## src/rtl/noc_cmd_initiator.sv

```systemverilog
// Initiator end of the 16-bit serial NoC command link: validates a parallel
// command, shifts it out MSB-first, then collects the responder's 8-bit status.
module noc_cmd_initiator #(
  parameter int unsigned TIMEOUT_CYCLES = 255
) (
  input  logic       clk,
  input  logic       rst,
  input  logic       cmd_valid,
  output logic       cmd_ready,
  input  logic [7:0] cmd_opcode,
  input  logic [7:0] cmd_arg,
  output logic       cmd_err,
  output logic       ser_out,
  output logic       ser_en,
  input  logic       ser_in,
  output logic       rsp_valid,
  output logic [7:0] rsp_status,
  output logic       rsp_timeout
);

  localparam int unsigned TW = $clog2(TIMEOUT_CYCLES + 1);
  localparam logic [TW-1:0] TIMER_LAST = TW'(TIMEOUT_CYCLES - 1);

  typedef enum logic [1:0] {
    IDLE     = 2'd0,
    SHIFT    = 2'd1,
    WAIT_ACK = 2'd2,
    RECV     = 2'd3
  } state_t;

  state_t        state_q, state_d;
  logic [15:0]   shift_q, shift_d;
  logic [3:0]    bit_cnt_q, bit_cnt_d;
  logic [2:0]    rx_cnt_q, rx_cnt_d;
  logic [TW-1:0] timer_q, timer_d;
  logic [7:0]    rx_shift_q, rx_shift_d;
  logic          sync0_q, sync1_q;
  logic          cmd_err_q, cmd_err_d;
  logic          ser_out_q, ser_out_d;
  logic          ser_en_q, ser_en_d;
  logic          rsp_valid_q, rsp_valid_d;
  logic [7:0]    rsp_status_q, rsp_status_d;
  logic          rsp_timeout_q, rsp_timeout_d;

  function automatic logic opcode_legal(input logic [7:0] op);
    case (op)
      8'h02, 8'h03, 8'h20, 8'h52, 8'hD8, 8'h99: opcode_legal = 1'b1;
      default:                                  opcode_legal = 1'b0;
    endcase
  endfunction

  // Next-state and next-output decode for the command/acknowledge sequence.
  always_comb begin
    state_d       = state_q;
    shift_d       = shift_q;
    bit_cnt_d     = bit_cnt_q;
    rx_cnt_d      = rx_cnt_q;
    timer_d       = timer_q;
    rx_shift_d    = rx_shift_q;
    cmd_err_d     = 1'b0;
    ser_out_d     = 1'b0;
    ser_en_d      = 1'b0;
    rsp_valid_d   = 1'b0;
    rsp_status_d  = rsp_status_q;
    rsp_timeout_d = rsp_timeout_q;
    case (state_q)
      IDLE: begin
        if (cmd_valid && opcode_legal(cmd_opcode)) begin
          state_d   = SHIFT;
          shift_d   = {cmd_opcode, cmd_arg};
          bit_cnt_d = 4'd0;
          ser_en_d  = 1'b1;
          ser_out_d = cmd_opcode[7];
        end else begin
          cmd_err_d = cmd_valid;
        end
      end
      SHIFT: begin
        if (bit_cnt_q == 4'd15) begin
          state_d = WAIT_ACK;
          timer_d = '0;
        end else begin
          bit_cnt_d = bit_cnt_q + 4'd1;
          ser_en_d  = 1'b1;
          ser_out_d = shift_q[4'd14 - bit_cnt_q];
        end
      end
      WAIT_ACK: begin
        // A start bit wins over expiry when both land in the same cycle.
        if (sync1_q) begin
          state_d  = RECV;
          rx_cnt_d = 3'd0;
        end else if (timer_q == TIMER_LAST) begin
          state_d       = IDLE;
          rsp_valid_d   = 1'b1;
          rsp_timeout_d = 1'b1;
          rsp_status_d  = 8'h00;
        end else begin
          timer_d = timer_q + TW'(1);
        end
      end
      RECV: begin
        rx_shift_d = {rx_shift_q[6:0], sync1_q};
        if (rx_cnt_q == 3'd7) begin
          state_d       = IDLE;
          rsp_valid_d   = 1'b1;
          rsp_timeout_d = 1'b0;
          rsp_status_d  = {rx_shift_q[6:0], sync1_q};
        end else begin
          rx_cnt_d = rx_cnt_q + 3'd1;
        end
      end
      default: state_d = IDLE;
    endcase
  end

  // State, counters, ser_in synchronizer and registered outputs.
  always_ff @(posedge clk or posedge rst) begin
    if (rst) begin
      state_q       <= IDLE;
      shift_q       <= 16'h0000;
      bit_cnt_q     <= 4'd0;
      rx_cnt_q      <= 3'd0;
      timer_q       <= '0;
      rx_shift_q    <= 8'h00;
      sync0_q       <= 1'b0;
      sync1_q       <= 1'b0;
      cmd_err_q     <= 1'b0;
      ser_out_q     <= 1'b0;
      ser_en_q      <= 1'b0;
      rsp_valid_q   <= 1'b0;
      rsp_status_q  <= 8'h00;
      rsp_timeout_q <= 1'b0;
    end else begin
      state_q       <= state_d;
      shift_q       <= shift_d;
      bit_cnt_q     <= bit_cnt_d;
      rx_cnt_q      <= rx_cnt_d;
      timer_q       <= timer_d;
      rx_shift_q    <= rx_shift_d;
      sync0_q       <= ser_in;
      sync1_q       <= sync0_q;
      cmd_err_q     <= cmd_err_d;
      ser_out_q     <= ser_out_d;
      ser_en_q      <= ser_en_d;
      rsp_valid_q   <= rsp_valid_d;
      rsp_status_q  <= rsp_status_d;
      rsp_timeout_q <= rsp_timeout_d;
    end
  end

  assign cmd_ready   = (state_q == IDLE);
  assign cmd_err     = cmd_err_q;
  assign ser_out     = ser_out_q;
  assign ser_en      = ser_en_q;
  assign rsp_valid   = rsp_valid_q;
  assign rsp_status  = rsp_status_q;
  assign rsp_timeout = rsp_timeout_q;

endmodule

```

## config.mk

```make
export PLATFORM = sky130hd
export DESIGN_NAME = noc_cmd_initiator
export DESIGN_NICKNAME = d
export VERILOG_FILES = /design/src/rtl/noc_cmd_initiator.sv
export SDC_FILE = /design/constraint.sdc
export NUM_CORES = 1
export LEC_CHECK = 0
export ABC_AREA = 1
export BUFFER_PORTS_ARGS = -buffer_cell sky130_fd_sc_hd__clkbuf_2
export CAP_MARGIN = 25
export CORE_MARGIN = 3
export CORE_UTILIZATION = 33
export CTS_BUF_LIST = sky130_fd_sc_hd__clkbuf_2
export CTS_CLUSTER_SIZE = 40
export DETAILED_ROUTE_END_ITERATION = 6
export MAX_ROUTING_LAYER = met4
export PLACE_DENSITY_LB_ADDON = 0.2
export SLEW_MARGIN = 40
export SYNTH_ARGS = -nofsm -noshare
export SYNTH_HDL_FRONTEND = slang
export SYNTH_SLANG_ARGS = --single-unit
```

## constraint.sdc

```tcl
create_clock -name clk -period 1.65 [get_ports clk]
set_clock_uncertainty 0.05 [all_clocks]
set_input_delay 0.165 -clock clk [delete_from_list [all_inputs] [get_ports clk]]
set_output_delay 0.165 -clock clk [all_outputs]
set_load 0.01 [all_outputs]
```

==> results.cfg, run 1 <==
[run_status]
status = completed

[routing]
vias = 2233
dr.pass1.iters = 4
via_per_inst = 4.457
drt-total-wl_um = 5528
wl_per_cell_um = 11.03
drcViolationCount = 0
ant_nets = 0
drtIter0Drc = 104

[flow_run]
cap_violations = 0

[worst_setup_path]
cp_slowest_cell = dfrtp_2
startpoint_type = flip-flop
cp_max_fo = 5
arrival_ps = 1350
rrSetupSlack_ps = 100
slowest_delay_ps = 510
setup.worst_path.class = flip-flop to output pin
end_kind = output pin
cp_data_required_time_ps = 1430
path_cells = nor2_2 -> buf_6 -> clkbuf_2

[global_route]
grt_use_met3 = 0.02143
antenna_found_initial = 0
grt_max_degree = 37
met1_usage = 0.1761
grt_use_total = 0.1244
top_usage_layer = met2
grt_util_met2 = 0.1791
grt_pass1_wl_um = 9749
grt_pass1_vias = 2128
grt-ovfl-total = 0

[logic_synthesis]
syn_area_um2 = 2791
synth_cell_type_count = 29
synthesis.nets = 359
synth.avg_cell_area_um2 = 8.358
ys_seq_area_frac = 0.4931
synthCells = 334
yosys_warnings = 0
ys_seq_elements = 55

[floorplan]
rows = 32
die_h_um = 97.97
die_w_um = 97.97
die-area_um2 = 9598
coreArea_um2 = 7968
ioPinCount = 34
initial_core_util = 0.3503

[power_and_ir_drop]
p_per_area_nw_per_um2 = 1237
vdd_drop_max_mv = 0.4926
finalPower_w = 0.004200
leakagePower_nw = 1.735

[layout]
area_growth_syn_to_layout_pct = 21.69
diodes = 0
final_util = 0.4264
layout-drive-gt1-share = 0.2306
fin_nets = 423
final_cell_area_um2 = 3397

[timing]
fmax_mhz = 640.7
final_max_slew_viol_count = 0
holdWs_ps = 238.9
tightest_slew_ps = 358.1
rsz0062_at_grt = yes
hold_viol = 0
finalSetupViolations = 0
slew_headroom = 0.7613
period_share = 0.9460
worst_slack_ps = 89.09
fin_crit_ps = 1561

[clock_network]
cts_tree = yes
worstSkewPairLatency_ps = 450
numCtsBuffers = 5
cts.sinks = 55
h-tree-depth = 2
ctsLongestPathBuffers = 2
clk_root_buffer_cell = clkbuf_2
clk_pin_slew_ps = 290

[place]
place_area_um2 = 3097
place_ws_ps = -20.20
port_buffers = 33
gp_congestion = 0.8347
dpl.hpwl_um = 3899

[worst_hold_path]
hold_class = input port to flip-flop
## cells in the mapped netlist
| cell type | number | area, um^2 |
|---|---|---|
| a22o_1 | 1 | 8.760 |
| inv_1 | 50 | 187.7 |
| nand2_1 | 81 | 304.0 |
| o21ai_4 | 1 | 16.27 |
| nand3b_1 | 1 | 7.510 |
| o21ai_0 | 15 | 75.07 |
| buf_6 | 4 | 45.04 |
| a21boi_0 | 1 | 7.510 |
| xor2_1 | 4 | 35.03 |
| o31ai_1 | 2 | 15.01 |
| nor2_2 | 5 | 31.28 |
| nand3_2 | 1 | 10.01 |
| nor2_8 | 1 | 20.02 |
| nand2_2 | 6 | 37.54 |
| dfrtp_1 | 55 | 1376 |
| o21ai_2 | 9 | 78.83 |
| nand3_1 | 23 | 115.1 |
| a21oi_1 | 12 | 60.06 |
| ha_1 | 5 | 62.56 |
| o21ai_1 | 17 | 85.08 |
| inv_2 | 6 | 22.52 |
| a21oi_2 | 1 | 8.760 |
| nand2_4 | 3 | 33.78 |
| nor2_4 | 2 | 22.52 |
| nor2_1 | 20 | 75.07 |
| buf_2 | 3 | 15.01 |
| clkinv_1 | 1 | 3.750 |
| nor3_4 | 1 | 16.27 |
| nor3_1 | 3 | 15.01 |
## layer usage
| layer | part of all wire | wire (um) | up-vias |
|---|---|---|---|
| met5 | 0 | 0 | - |
| met4 | 0.013 | 70 | 0 |
| met3 | 0.023 | 127 | 5 |
| met2 | 0.46 | 2522 | 24 |
| met1 | 0.51 | 2807 | 1028 |
| li1 | - | - | 1176 |
## worst paths after layout
path	start	to	cells after the start
max	state_q[1]$_DFFE_PP0P_	cmd_ready	3
min reg2reg	sync0_q$_DFF_PP0_	sync1_q$_DFF_PP0_	0
min in group asynchronous	rst	shift_q[4]$_DFFE_PP0P_	4
max reg2reg	bit_cnt_q[1]$_DFFE_PP0P_	ser_out$_DFF_PP0_	8
max in group asynchronous	rst	bit_cnt_q[0]$_DFFE_PP0P_	5
min	cmd_opcode[2]	cmd_err$_DFF_PP0_	7
## worst max-delay path: cells and delay by family (launching register included)
family	cells	cell delay, ps
AND/OR/NAND/NOR	1	150
flip-flops	1	510
buffers and inverters	2	240
## stage by stage
| step | setup TNS (ps) | std cells |
|---|---|---|
| floorplan | 0 | 334 |
| CTS | 0 | 498 |
| global route | -8.211 | 501 |
| global placement | 0 | 470 |
| finish | 0 | 501 |
| detailed placement | -20.20 | 470 |
## registers in the layout (all words and copies together), names as in the netlist
register	flops
state_q	2
timer_q	8
ser_out	1
shift_q	16
ser_en	1
sync1_q	1
cmd_err	1
bit_cnt_q	4
rsp_timeout	1
rx_shift_q	7
rx_cnt_q	3
rsp_valid	1
rsp_status	8
sync0_q	1
## logic make-up after synthesis
logic type      synth area share
xor+xnor                 0.01255
compound gates            0.1273
buf+inv                  0.09816
fa+ha+maj                0.02241
flops                     0.4931
simple gates              0.2465
## cells in the final DEF (no fill, tap or decap), types with 12 or more instances in the layout
master	Yosys	final
inv_1	50	49
clkbuf_2	0	38
nor2_1	20	20
nand3_1	23	23
dlygate4sd3_1	0	19
dfrtp_1	55	54
a21oi_1	12	12
o21ai_1	17	18
nand2_1	81	81
o21ai_0	15	14
## area by class of cell
class,instances,area (um^2)
clock inverter,3,23.77
multi-input combinational,215,1167
clock buffer,5,25.02
inverter,57,214.0
timing repair buffer,64,461.7
fill,820,4571
sequential,55,1378
tap,102,127.6
## where the power goes
part	internal (W)	total (W)	switching (W)
Clock	0.000109	0.000559	0.000451
Sequential	0.00168	0.00189	0.000208
Combinational	0.000721	0.00175	0.00103
Total	0.00251	0.00420	0.00169
## what timing repair did
action	CTS	global route
resized for setup	1	6
setup endpoints to repair	1	16
hold buffers	19	0
hold endpoints to repair	74	0
buffers inserted	1	3
(Power assumes the default switching activity.)
==> run 2, diff against run 1 <==
CORE_ASPECT_RATIO = 1.1   (was default)
clock period = 1.4 ns   (was 1.65 ns; I/O delays follow)
==> results.cfg, run 2 (synthesis results as in run 1) <==
[run_status]
status = finished with violations
failed_checks = negative setup slack

[clock_network]
ctsLongestPathBuffers = 2
clk_root_buffer_cell = clkbuf_2
worstSkewPairLatency_ps = 470
cts_tree = yes
clk_pin_slew_ps = 310
numCtsBuffers = 5
cts.sinks = 55
h-tree-depth = 2

[routing]
vias = 2442
via_per_inst = 4.456
dr.pass1.iters = 4
drt-total-wl_um = 6632
drtIter0Drc = 92
ant_nets = 0
drcViolationCount = 0
wl_per_cell_um = 12.10

[global_route]
antenna_found_initial = 0
grt_max_degree = 30
grt_use_met3 = 0.02283
top_usage_layer = met2
grt_util_met2 = 0.2338
grt_pass1_vias = 2300
met1_usage = 0.1661
grt_use_total = 0.1371
grt_pass1_wl_um = 10250
grt-ovfl-total = 0

[timing]
final_max_slew_viol_count = 0
slew_headroom = 0.6879
setup_tns_ps = -1840
hold_viol = 0
fin_crit_ps = 1535
period_share = 1.096
holdWs_ps = 114.5
fmax_mhz = 651.7
worst_slack_ps = -134.5
tightest_slew_ps = 467.2
finalSetupViolations = 22
rsz0062_at_grt = yes

[floorplan]
initial_core_util = 0.3454
rows = 34
die-area_um2 = 9599
die_w_um = 93.69
die_h_um = 102.5
coreArea_um2 = 8083
ioPinCount = 34

[flow_run]
cap_violations = 0

[place]
dpl.hpwl_um = 4468
place_inst = 496
gp_congestion = 0.8060
port_buffers = 33
place_area_um2 = 3326

[worst_setup_path]
arrival_ps = 1340
cp_data_required_time_ps = 1210
cp_max_fo = 4
worst_r2r_endpoint = rsp_status[0]$_DFFE_PP0P_
end_kind = output pin
rrSetupSlack_ps = -120
r2r_start = state_q[0]$_DFFE_PP0P_
startpoint_type = flip-flop
reg2regPathDepth = 8
setup.worst_path.class = flip-flop to output pin

[layout]
area_growth_syn_to_layout_pct = 46.97
largest_reg_flops = 16
final_cell_area_um2 = 4103
diodes = 0
final_cell_mix = nand2_1 (68), dfrtp_1 (53), inv_1 (44)
mostFrequentLayoutCell = nand2_1
layout-drive-gt1-share = 0.4159
fin_nets = 464
regMostFlops = shift_q
fin_cells = 548

[worst_hold_path]
hold_class = input port to asynchronous set/reset pin

[power_and_ir_drop]
p_per_area_nw_per_um2 = 1481
vdd_drop_max_mv = 0.5110
leakagePower_nw = 2.051
finalPower_w = 0.006078
[run 2: cell types whose count changed in the layout (fill, tap and decap cells not counted), moves of 5 or more]
cell	before	now
nand2_1	81	68
nand3_1	23	18
o21ai_2	9	14
nand2_2	6	16
buf_4	10	38
o21ai_0	14	4
buf_6	1	8
o21ai_1	18	23
nor2_1	20	14
inv_1	49	44
a21oi_1	12	7
[run 2: what timing repair did]
action,4_1_cts,5_1_grt
cloned,0,3
pin swaps,11,22
setup endpoints to repair,37,50
hold buffers,18,0
buffers inserted,8,17
resized for setup,29,57
hold endpoints to repair,76,0
[run 2: layer usage]
layer	part of all wire	routed length [um]
met4	0.011	74
met2	0.52	3467
met1	0.44	2911
met5	0	0
met3	0.027	180
[run 2: how the worst max path moves through the flow]
stage,slack [ps],start,to,cells past startpoint
floorplan,-30,rx_cnt_q[0]$_DFFE_PP0P_,rsp_status[0]$_DFFE_PP0P_,8
global placement,-50,bit_cnt_q[0]$_DFFE_PP0P_,ser_out$_DFF_PP0_,8
detailed placement,-110,bit_cnt_q[1]$_DFFE_PP0P_,ser_out$_DFF_PP0_,8
CTS,-150,state_q[1]$_DFFE_PP0P_,cmd_ready,3
global route,-220,timer_q[0]$_DFFE_PP0P_,state_q[1]$_DFFE_PP0P_,11
finish,-130,state_q[1]$_DFFE_PP0P_,cmd_ready,3
[run 2: where the power goes]
part           total (W)  switching [W]  internal, W  leakage, nW
logic            0.00311        0.00161      0.00150         1.34
clock network   0.000698       0.000554     0.000144       0.0315
registers        0.00227       0.000284      0.00198        0.680
[run 2: cell type report]
cell class | instances | area, um^2
fill | 796 | 3980
multi-input combinational | 215 | 1433
sequential | 55 | 1379
timing repair buffer | 105 | 882.1
inverter | 57 | 221.5
tap | 108 | 135.1
clock inverter | 3 | 27.53
clock buffer | 5 | 25.02
[run 2: worst max-delay path, cell delays in order (launching register included)]
cell,delay [ps]
dfrtp_2,520
nor2_4,120
buf_4,120
clkbuf_8,120
[run 2: metrics by stage]
step,util,worst slack (ps)
after floorplan,-,-30.63
after global placement,0.4115,-54.38
after detailed placement,0.4115,-108.9
after CTS,0.4577,-149.3
after global routing,0.5076,-220.1
final,0.5076,-134.5
